`src/rtl/display_7_scan.sv`:
```
// display_7_scan: multiplexed N-digit seven-segment scanner with anti-ghost blanking, leading-zero suppression and output polarity.
// Optional blinking per digit is enabled by defining DISPLAY_7_SCAN_BLINK_EN.
module display_7_scan #(
    parameter int NUM_DIGITS     = 6,
    parameter int PRESCALE       = 50000,
    parameter int BLANK_CYCLES   = 1,
    parameter bit LZ_BLANK       = 1,
    parameter bit SEG_ACTIVE_LOW = 0,
    parameter bit DIG_ACTIVE_LOW = 0
`ifdef DISPLAY_7_SCAN_BLINK_EN
    ,
    parameter int BLINK_DIV      = 25000000
`endif
) (
    input  logic                    clk,
    input  logic                    rst,
    input  logic [4*NUM_DIGITS-1:0] bcd_in,
    input  logic                    load,
`ifdef DISPLAY_7_SCAN_BLINK_EN
    input  logic [NUM_DIGITS-1:0]   blink_mask,
`endif
    output logic [6:0]              seg_out,
    output logic [NUM_DIGITS-1:0]   dig_sel
);
    localparam int CW = PRESCALE > 1 ? $clog2(PRESCALE) : 1;
    localparam int IW = NUM_DIGITS > 1 ? $clog2(NUM_DIGITS) : 1;
    localparam logic [6:0] SEG_OFF = {7{SEG_ACTIVE_LOW}};
    localparam logic [NUM_DIGITS-1:0] DIG_OFF = {NUM_DIGITS{DIG_ACTIVE_LOW}};

    logic [CW-1:0]           cnt_q, cnt_d;
    logic [IW-1:0]           idx_q, idx_d;
    logic [4*NUM_DIGITS-1:0] shadow_q, shadow_d;
    logic [6:0]              seg_q, seg_d;
    logic [NUM_DIGITS-1:0]   dig_q, dig_d;
    logic                    wrap, dark, hide, zero_run;
    logic [3:0]              cur;

    function automatic logic [6:0] decode(input logic [3:0] d);
        case (d)
            4'd0: decode = 7'b1111110;
            4'd1: decode = 7'b0110000;
            4'd2: decode = 7'b1101101;
            4'd3: decode = 7'b1111001;
            4'd4: decode = 7'b0110011;
            4'd5: decode = 7'b1011011;
            4'd6: decode = 7'b1011111;
            4'd7: decode = 7'b1110000;
            4'd8: decode = 7'b1111111;
            4'd9: decode = 7'b1111011;
            default: decode = 7'b0000000;
        endcase
    endfunction

`ifdef DISPLAY_7_SCAN_BLINK_EN
    localparam int BW = BLINK_DIV > 1 ? $clog2(BLINK_DIV) : 1;
    logic [BW-1:0] bcnt_q;
    logic          phase_q;

    always_ff @(posedge clk or posedge rst) begin
        if (rst) begin
            bcnt_q  <= '0;
            phase_q <= 1'b0;
        end else begin
            bcnt_q  <= bcnt_q == BW'(BLINK_DIV - 1) ? '0 : bcnt_q + BW'(1);
            phase_q <= bcnt_q == BW'(BLINK_DIV - 1) ? ~phase_q : phase_q;
        end
    end
`endif

    always_comb begin
        wrap     = cnt_q == CW'(PRESCALE - 1);
        cnt_d    = wrap ? '0 : cnt_q + CW'(1);
        idx_d    = !wrap ? idx_q : (idx_q == IW'(NUM_DIGITS - 1) ? '0 : idx_q + IW'(1));
        shadow_d = load ? bcd_in : shadow_q;
        cur      = shadow_q[{idx_q, 2'b00} +: 4];
        dark     = int'(cnt_q) < BLANK_CYCLES;
        // A digit is a leading zero when it and every more significant digit are zero.
        zero_run = 1'b1;
        hide     = 1'b0;
        for (int k = NUM_DIGITS - 1; k > 0; k--) begin
            zero_run = zero_run && shadow_q[4*k +: 4] == 4'd0;
            if (IW'(k) == idx_q) hide = LZ_BLANK && zero_run;
        end
`ifdef DISPLAY_7_SCAN_BLINK_EN
        hide = hide || (phase_q && blink_mask[idx_q]);
`endif
        seg_d = dark ? SEG_OFF : (hide ? 7'b0 : decode(cur)) ^ SEG_OFF;
        dig_d = dark ? DIG_OFF : (NUM_DIGITS'(1) << idx_q) ^ DIG_OFF;
    end

    always_ff @(posedge clk or posedge rst) begin
        if (rst) begin
            cnt_q    <= '0;
            idx_q    <= '0;
            shadow_q <= '0;
            seg_q    <= SEG_OFF;
            dig_q    <= DIG_OFF;
        end else begin
            cnt_q    <= cnt_d;
            idx_q    <= idx_d;
            shadow_q <= shadow_d;
            seg_q    <= seg_d;
            dig_q    <= dig_d;
        end
    end

    assign seg_out = seg_q;
    assign dig_sel = dig_q;
endmodule

```
`config.mk`:
```
export PLATFORM = sky130hd
export DESIGN_NAME = display_7_scan
export DESIGN_NICKNAME = d
export VERILOG_FILES = /design/src/rtl/display_7_scan.sv
export SDC_FILE = /design/constraint.sdc
export NUM_CORES = 1
export LEC_CHECK = 0
export ABC_AREA = 1
export CORE_ASPECT_RATIO = 1.75
export CORE_UTILIZATION = 50
export CTS_BUF_LIST = sky130_fd_sc_hd__clkbuf_16
export DETAILED_ROUTE_END_ITERATION = 10
export PLACE_DENSITY = 0.75
export SLEW_MARGIN = 20
export SYNTH_ARGS = -nofsm -noshare
export SYNTH_HDL_FRONTEND = slang
export SYNTH_SLANG_ARGS = --single-unit
```
`constraint.sdc`:
```
create_clock -name clk -period 2.15 [get_ports clk]
set_clock_uncertainty 0.1 [all_clocks]
set_input_delay 0.43 -clock clk [delete_from_list [all_inputs] [get_ports clk]]
set_output_delay 0.43 -clock clk [all_outputs]
set_load 0.005 [all_outputs]
```
==> flow_metrics.py <==
metrics = {
    "power": {
        "fin_total_pwr_mw": 2.51,
        "powerDensity_nw_per_um2": 688,
        "peakVddDrop_uv": 450,
        "leakagePower_nw": 1.78,
    },
    "critical_path": {
        "cp-start-kind": "flop",
        "worstSetupPathType": "reg -> reg",
        "end_kind": "flop",
        "worstPathMaxFanout": 9,
        "arrival_ps": 2140,
        "worstPathRequired_ps": 2230,
    },
    "timing": {
        "rsz0062_at_grt": "no",
        "final.setup.tns_ps": 0,
        "fmax_mhz": 486,
        "period_share_pct": 95.6,
        "timing.hold.ws_ps": 328,
        "maxSlewViolCount": 0,
        "max-slew-margin-rel_pct": 76.7,
        "finalSetupViolCount": 0,
        "finalHoldViolations": 0,
        "worst_slew_pin_slew_ps": 349,
        "period_minus_slack_ps": 2060,
    },
    "cells_and_area": {
        "antennaDiodeCount": 0,
        "nets": 434,
        "layout-drive-gt1-share_pct": 13.3,
        "area_growth_pct": 23.8,
    },
    "clock_network": {
        "htreeDepth": 2,
        "ctsHoldBuffers": 0,
        "cts_sinks": 56,
        "cts_root_buffer": "clkbuf_16",
        "insertion_delay_ps": 300,
        "cts_tree": "yes",
        "clkTransAtPathRegs_ps": 80,
        "cts.repair.resized": 0,
        "cts_setup_buffers": 0,
        "numCtsBuffers": 5,
        "clk_path_buf_depth": 2,
    },
    "place": {
        "gp_congestion": 0.979,
        "port_buffers": 39,
        "hpwl_um": 4960,
    },
    "floorplan": {
        "core-area_um2": 5630,
        "initial_utilization_pct": 52.4,
        "die_w_um": 60.1,
        "fp.dieArea_um2": 6220,
        "ios": 40,
        "num_rows": 36,
        "die_y_um": 104,
    },
    "routing": {
        "drtIter0Drc": 157,
        "vias_per_cell": 5.24,
        "drt_first_pass_iters": 4,
        "finalWirelength_um": 6570,
        "drtAntennaViolNets": 0,
        "drc_errors": 0,
        "vias": 2494,
        "post_drt_wl_per_cell_um": 13.8,
    },
    "flow_run": {
        "drv_cap": 0,
    },
    "synthesis": {
        "yosysSeqAreaShare_pct": 47.5,
        "synth.distinct_cells": 36,
        "syn_nets": 390,
        "avgSynthCellArea_um2": 8.31,
        "synth_flop_cell": "dfrtp_1",
        "synth_edf_count": 0,
        "synth.yosys.warnings": 0,
        "ys_ff_latch": 56,
        "synth.top_cell.area_share_pct": 47.5,
        "synthCells": 355,
        "yosys-top-cells-area": "dfrtp_1 47%, nand2_1 8.9%, inv_1 5.9%",
        "async_reset_ff_share_pct": 100,
        "yosysTopAreaCell": "dfrtp_1",
        "syn_area_um2": 2950,
    },
    "global_routing": {
        "grt_pass1_wl_um": 11000,
        "antenna_found_initial": 0,
        "grt_usage_pct": 23.6,
        "grt_overflow": 0,
        "grt_max_degree": 43,
        "grt_pass1_vias": 2492,
    },
    "worst_hold_path": {
        "hold_class": "in -> async",
    },
    "run_status": {
        "status": "completed",
    },
}
==> kinds of logic after synthesis <==
| family | synth area share [%] |
|---|---|
| simple gates | 28.0 |
| buf+inv | 8.27 |
| flops | 47.5 |
| compound gates | 6.96 |
| mux | 3.82 |
| fa+ha+maj | 3.39 |
| xor+xnor | 2.08 |
==> worst max-delay path, cell delays in order, from the launching register on <==
cell and delay (ps):
dfrtp_1 480, inv_4 150, nand3_2 170, o22ai_1 250, a21oi_1 80, buf_4 160
ha_1 280, nand2_1 90, nand3_1 70, nand3_1 70, nor2_1 50
==> layer usage <==
metal / track usage, % / wire length [µm] / up-vias
met5: 0 / 0 / -
met3: 3.87 / 188 / 23
met1: 24.5 / 2450 / 1180
li1: - / - / 1227
met4: 12.1 / 282 / 0
met2: 42.7 / 3660 / 64
==> layout by cell type, fill, tap and decap left out, drive strengths merged, types with 9 or more instances in the layout <==
master / count
nand2: 76
inv: 53
nor2: 48
o21ai: 23
mux2: 10
nor3: 9
nand3: 30
dfrtp: 56
clkdlybuf4s50: 39
==> Yosys cell counts, types with 2 or more instances <==
master / count
nor3_1: 7
nand4_1: 6
buf_4: 2
clkbuf_1: 4
nor4_1: 4
o21ai_1: 4
inv_1: 46
a21oi_1: 6
nand2_1: 70
nand3b_1: 3
o21ai_2: 2
ha_1: 8
mux2_2: 10
nand2_2: 6
xor2_1: 6
nand3_1: 27
inv_2: 5
nand3_2: 3
nor3_2: 2
dfrtp_1: 56
nor2_1: 42
nor2_2: 5
a21oi_2: 2
o21ai_0: 17
==> power breakdown <==
| part | switching [mW] | internal [mW] | leakage (nW) |
|---|---|---|---|
| registers | 0.0379 | 1.12 | 0.697 |
| logic | 0.144 | 0.156 | 0.986 |
| clock network | 0.388 | 0.672 | 0.0944 |
==> path summary, 6_finish.rpt <==
path | from | endpoint | slack (ps) | depth (start not counted)
min in group clk | cnt_q[0]$_DFF_PP0_ | cnt_q[0]$_DFF_PP0_ | 420 | 1
max in group asynchronous | rst | shadow_q[0]$_DFFE_PP0P_ | 1100 | 3
worst min-delay path | rst | cnt_q[3]$_DFF_PP0_ | 330 | 2
worst min register to register | cnt_q[0]$_DFF_PP0_ | cnt_q[0]$_DFF_PP0_ | 420 | 1
worst max-delay path | idx_q[1]$_DFFE_PP0N_ | seg_out[3]$_DFF_PP0_ | 90 | 10
worst max register to register | idx_q[1]$_DFFE_PP0N_ | seg_out[3]$_DFF_PP0_ | 90 | 10
==> per-stage QoR <==
stage                     util (%)  setup slack (ps)  std cells  instance area, µm²
final                         64.9              94.5        476                3650
after global routing          64.9              4.32        476                3650
after CTS                     64.9               116        476                3650
after detailed placement      61.4               208        468                3460
after global placement        61.4               266        468                3460
after floorplan                  -               249        355                2950
==> sequential cells by signal, summed over array words and instances (netlist names) <==
register  cells
cnt_q        16
idx_q         3
seg_out       7
shadow_q     24
dig_sel       6
==> area by class of cell <==
class | instances | area [µm²]
multi-input combinational | 239 | 1310
inverter | 52 | 198
tap | 76 | 95.1
clock inverter | 3 | 68.8
clock buffer | 5 | 125
timing repair buffer | 45 | 460
fill | 481 | 1980
sequential | 56 | 1400
Note: power is estimated with default switching activity, not from simulation.
